File: src/rtl/jtframe_vtimer.sv
// Video timing generator: 9-bit pixel/line counters with registered blank,
// sync and init strobes that line up with the counter values they describe.
module jtframe_vtimer #(
  parameter logic [8:0] H_END    = 9'd399,
  parameter logic [8:0] V_END    = 9'd261,
  parameter logic [8:0] HB_START = 9'd320,
  parameter logic [8:0] VB_START = 9'd240,
  parameter logic [8:0] HS_START = 9'd336,
  parameter logic [8:0] HS_END   = 9'd368,
  parameter logic [8:0] VS_START = 9'd244,
  parameter logic [8:0] VS_END   = 9'd248
) (
  input  logic       clk,
  input  logic       rst,
  input  logic       pxl_cen,
  output logic [8:0] H,
  output logic [8:0] V,
  output logic       Hinit,
  output logic       Vinit,
  output logic       LHBL,
  output logic       LVBL,
  output logic       HS,
  output logic       VS
);

  logic [8:0] r_h;
  logic [8:0] r_v;
  logic       r_hinit;
  logic       r_vinit;
  logic       r_lhbl;
  logic       r_lvbl;
  logic       r_hs;
  logic       r_vs;

  logic [8:0] w_h_next;
  logic [8:0] w_v_next;
  logic       w_line_end;

  always_comb begin
    w_line_end = (r_h == H_END);
    w_h_next   = w_line_end ? 9'd0 : r_h + 9'd1;
    w_v_next   = r_v;
    if (w_line_end) begin
      w_v_next = (r_v == V_END) ? 9'd0 : r_v + 9'd1;
    end
  end

  // Flags decode the next counter values so they land together with H/V.
  always_ff @(posedge clk or posedge rst) begin
    if (rst) begin
      r_h     <= 9'd0;
      r_v     <= 9'd0;
      r_hinit <= 1'b1;
      r_vinit <= 1'b1;
      r_lhbl  <= 1'b1;
      r_lvbl  <= 1'b1;
      r_hs    <= 1'b0;
      r_vs    <= 1'b0;
    end else if (pxl_cen) begin
      r_h     <= w_h_next;
      r_v     <= w_v_next;
      r_hinit <= (w_h_next == 9'd0);
      r_vinit <= (w_h_next == 9'd0) && (w_v_next == 9'd0);
      r_lhbl  <= (w_h_next < HB_START);
      r_lvbl  <= (w_v_next < VB_START);
      r_hs    <= (w_h_next >= HS_START) && (w_h_next < HS_END);
      r_vs    <= (w_v_next >= VS_START) && (w_v_next < VS_END);
    end
  end

  assign H     = r_h;
  assign V     = r_v;
  assign Hinit = r_hinit;
  assign Vinit = r_vinit;
  assign LHBL  = r_lhbl;
  assign LVBL  = r_lvbl;
  assign HS    = r_hs;
  assign VS    = r_vs;

endmodule

File: config.mk
export PLATFORM = sky130hd
export DESIGN_NAME = jtframe_vtimer
export DESIGN_NICKNAME = d
export VERILOG_FILES = /design/src/rtl/jtframe_vtimer.sv
export SDC_FILE = /design/constraint.sdc
export NUM_CORES = 1
export LEC_CHECK = 0
export BUFFER_PORTS_ARGS = -buffer_cell sky130_fd_sc_hd__buf_2
export CAP_MARGIN = 40
export CELL_PAD_IN_SITES_DETAIL_PLACEMENT = 0
export CELL_PAD_IN_SITES_GLOBAL_PLACEMENT = 1
export CORE_ASPECT_RATIO = 1.2
export CORE_MARGIN = 4
export CORE_UTILIZATION = 47
export CTS_BUF_LIST = sky130_fd_sc_hd__clkbuf_8
export DETAILED_ROUTE_END_ITERATION = 8
export PLACE_DENSITY_LB_ADDON = 0.1
export SLEW_MARGIN = 15
export SYNTH_ARGS = -nofsm -noshare
export SYNTH_HDL_FRONTEND = slang
export SYNTH_SLANG_ARGS = --single-unit
File: constraint.sdc
create_clock -name clk -period 4.15 [get_ports clk]
set_input_delay 0.415 -clock clk [delete_from_list [all_inputs] [get_ports clk]]
set_output_delay 0.415 -clock clk [all_outputs]
set_load 0.02 [all_outputs]
==> flow_summary.yaml <==
run_status:
  outcome: "completed"
final_layout:
  area_growth_pct: 12.2
  drive_gt1_frac: 0.204
  diodes: 0
  nets: 208
power:
  p_int_mw: 0.462
  comb_power_share: 0.358
  p_switching_mw: 0.322
  switching_share: 0.411
  p_seq_frac: 0.467
  p_leak_nw: 0.773
  powerDensity_nw_per_um2: 447
  p_clk_frac: 0.174
  ir_drop_mv: 0.378
cts:
  cts_made_buffers: 3
  ctsHoldBuffers: 0
  worstSkewPairLatency_ns: 0.26
  cts_resized: 0
  htreeDepth: 1
  cts_root_buf: "clkbuf_8"
  tritoncts: "yes"
  cts_setup_buffers: 0
  cts_sinks: 24
  path_clk_slew_ns: 0.08
  cts_buffer_depth: 2
detailed_routing:
  dr.first_iter.drc_count: 99
  via_count: 1426
  drtPass1Iterations: 4
  via_per_inst: 6.02
  routedWlPerCell_um: 15.6
  drt-total-wl_um: 3690
  antenna_left: 0
  route.detailed.drc: 0
setup_path:
  crit_chain: "or4b_4 -> nor4_2 -> and3_1 -> xnor2_1 -> o221ai_2 -> o41ai_1"
  max_stage_delay_ns: 0.65
  slowest_stage: "or4b_4"
  cp.required_ns: 4.30
  rrSetupSlack_ns: 1.58
  worst-r2r-cell-count: 6
  critPathKind: "reg -> reg"
  cp-end-kind: "register"
  reg2reg_from: "H[4]"
  setup.worst_path.start_class: "register"
  crit_path_max_fanout: 17
  reg2reg_to: "VS"
  crit_arrival_ns: 2.72
synthesis:
  synthCells: 180
  yosysSeqAreaShare: 0.387
  synth_area_um2: 1570
  synth_edf_count: 0
  synth.area.top_cells: "dfrtp_1 32%, dfstp_2 6.7%, xnor2_1 5.0%, nand2_1 4.1%, o21ai_0 3.8%"
  synth_cell_types: 45
  avgSynthCellArea_um2: 8.70
  yosysTopAreaCellShare: 0.320
  synth_ff_type: "dfrtp_1"
  yosys.area.top_type: "dfrtp_1"
  ys_warn_count: 0
  syn_nets: 186
  synth-seq-cells: 24
  async_reset_ff_frac: 1.00
die:
  io_pins: 27
  dieArea_um2: 4320
  core_area_um2: 3140
  chipWidth_um: 60.7
  dieHeight_um: 71.2
  rows: 22
  start_util: 0.499
sta:
  rsz0062_at_grt: "no"
  worstMarginPinSlew_ns: 0.569
  fin_tns_setup_ns: 0
  max_slew_margin: 0.615
  post-route-period-util: 0.619
  setup_ws_ns: 1.58
  finalHoldViolations: 0
  skew_ns: 0.00499
  finalCriticalPeriod_ns: 2.57
  finalSetupViolCount: 0
  max_clock_freq_mhz: 389
  maxSlewViolCount: 0
global_route:
  grt_max_degree: 29
  antenna_found_initial: 0
  overflow: 0
  track_usage: 0.195
  grt_pass1_vias: 1401
  grt_pass1_wl_um: 6580
place:
  place_ws_ns: 1.62
  io_buffers: 26
  finalWeightedCongestion: 0.865
  dp_hpwl_um: 2770
job:
  max_cap_viol_count: 0
min_path:
  hold_path_class: "in -> async"
==> cells in the mapped netlist (2+ instances only) <==
master and number:
xor2_1 5, inv_1 9, and3_1 6, nand2_1 17, nand3_1 7, clkbuf_1 8, nand4_1 6, ha_1 3
xnor2_1 9, nor4b_1 3, o22a_1 2, dfrtp_1 20, nor3_1 4, mux2i_1 2, nor4_1 3, and4_1 4
a21oi_1 8, dfstp_2 4, nor2b_1 2, a211oi_1 3, o21ai_0 12, a21o_1 3, nor2_1 15, a31oi_1 4
==> how the worst max path moves through the flow <==
stage               from  end  depth (start not counted)
CTS                 H[4]   VS                          6
global route        H[4]   VS                          6
global placement    H[4]   VS                          6
floorplan           H[6]   VS                          7
finish              H[4]   VS                          6
detailed placement  H[4]   VS                          6
==> final cells by class <==
class,instances,area (µm²)
Multi-Input combinational cell,137,881
Fill cell,299,1380
Tap cell,36,45.0
Inverter,9,33.8
Sequential cell,24,606
Clock inverter,1,3.75
Timing Repair Buffer,27,145
Clock buffer,3,41.3
==> placed cells by master, fill, tap and decap left out, types with 4 or more instances in the layout <==
cell type / n
a21oi_1: 8
a31oi_1: 4
and3_1: 6
and4_1: 4
buf_2: 26
dfrtp_1: 20
dfstp_2: 4
inv_1: 10
nand2_1: 17
nand3_1: 7
nand4_1: 6
nor2_1: 15
nor3_1: 4
o21ai_0: 12
xnor2_1: 9
xor2_1: 5
==> metrics by stage <==
stage	utilization	hold WS, ns	area (µm²)	instances	power, mW
finish	0.559	0.151	1760	237	0.784
global placement	0.540	0.465	1700	232	0.649
global route	0.559	0.185	1760	237	0.853
CTS	0.559	0.167	1760	237	0.793
floorplan	-	0.427	1570	180	0.569
detailed placement	0.545	0.447	1710	233	0.652
==> power by group through the flow <==
| stage | Sequential [mW] | Combinational, mW | Clock [mW] |
|---|---|---|---|
| after floorplan | 0.373 | 0.196 | 0 |
| after global placement | 0.369 | 0.280 | 0 |
| after detailed placement | 0.370 | 0.282 | 0 |
| after CTS | 0.366 | 0.283 | 0.143 |
| after global routing | 0.382 | 0.318 | 0.153 |
| final | 0.367 | 0.281 | 0.136 |
==> critical path: cells and delay by family (launching register included) <==
family	cells	cell delay [ns]
simple gates	3	1.24
flops	1	0.54
compound gates	2	0.50
xor+xnor	1	0.18
==> state kept, by name, summed over array words and instances, names as in the netlist <==
name	flops
VS	1
Hinit	1
Vinit	1
LHBL	1
LVBL	1
V	9
H	9
HS	1
==> cell families after synthesis <==
logic type / count (synthesis) / share of synthesized area
simple gates: 75 / 0.264
compound gates: 42 / 0.177
flops: 24 / 0.387
buf+inv: 19 / 0.0504
xor+xnor: 14 / 0.0783
mux: 3 / 0.0200
fa+ha+maj: 3 / 0.0240
==> metal layers <==
layer,vias to the layer above,global-route usage,wire length (µm)
met5,-,0,0
met4,0,0.0627,59
met3,6,0.0252,150
met2,39,0.335,1920
met1,686,0.246,1560
li1,695,-,-
(Power assumes the default switching activity.)
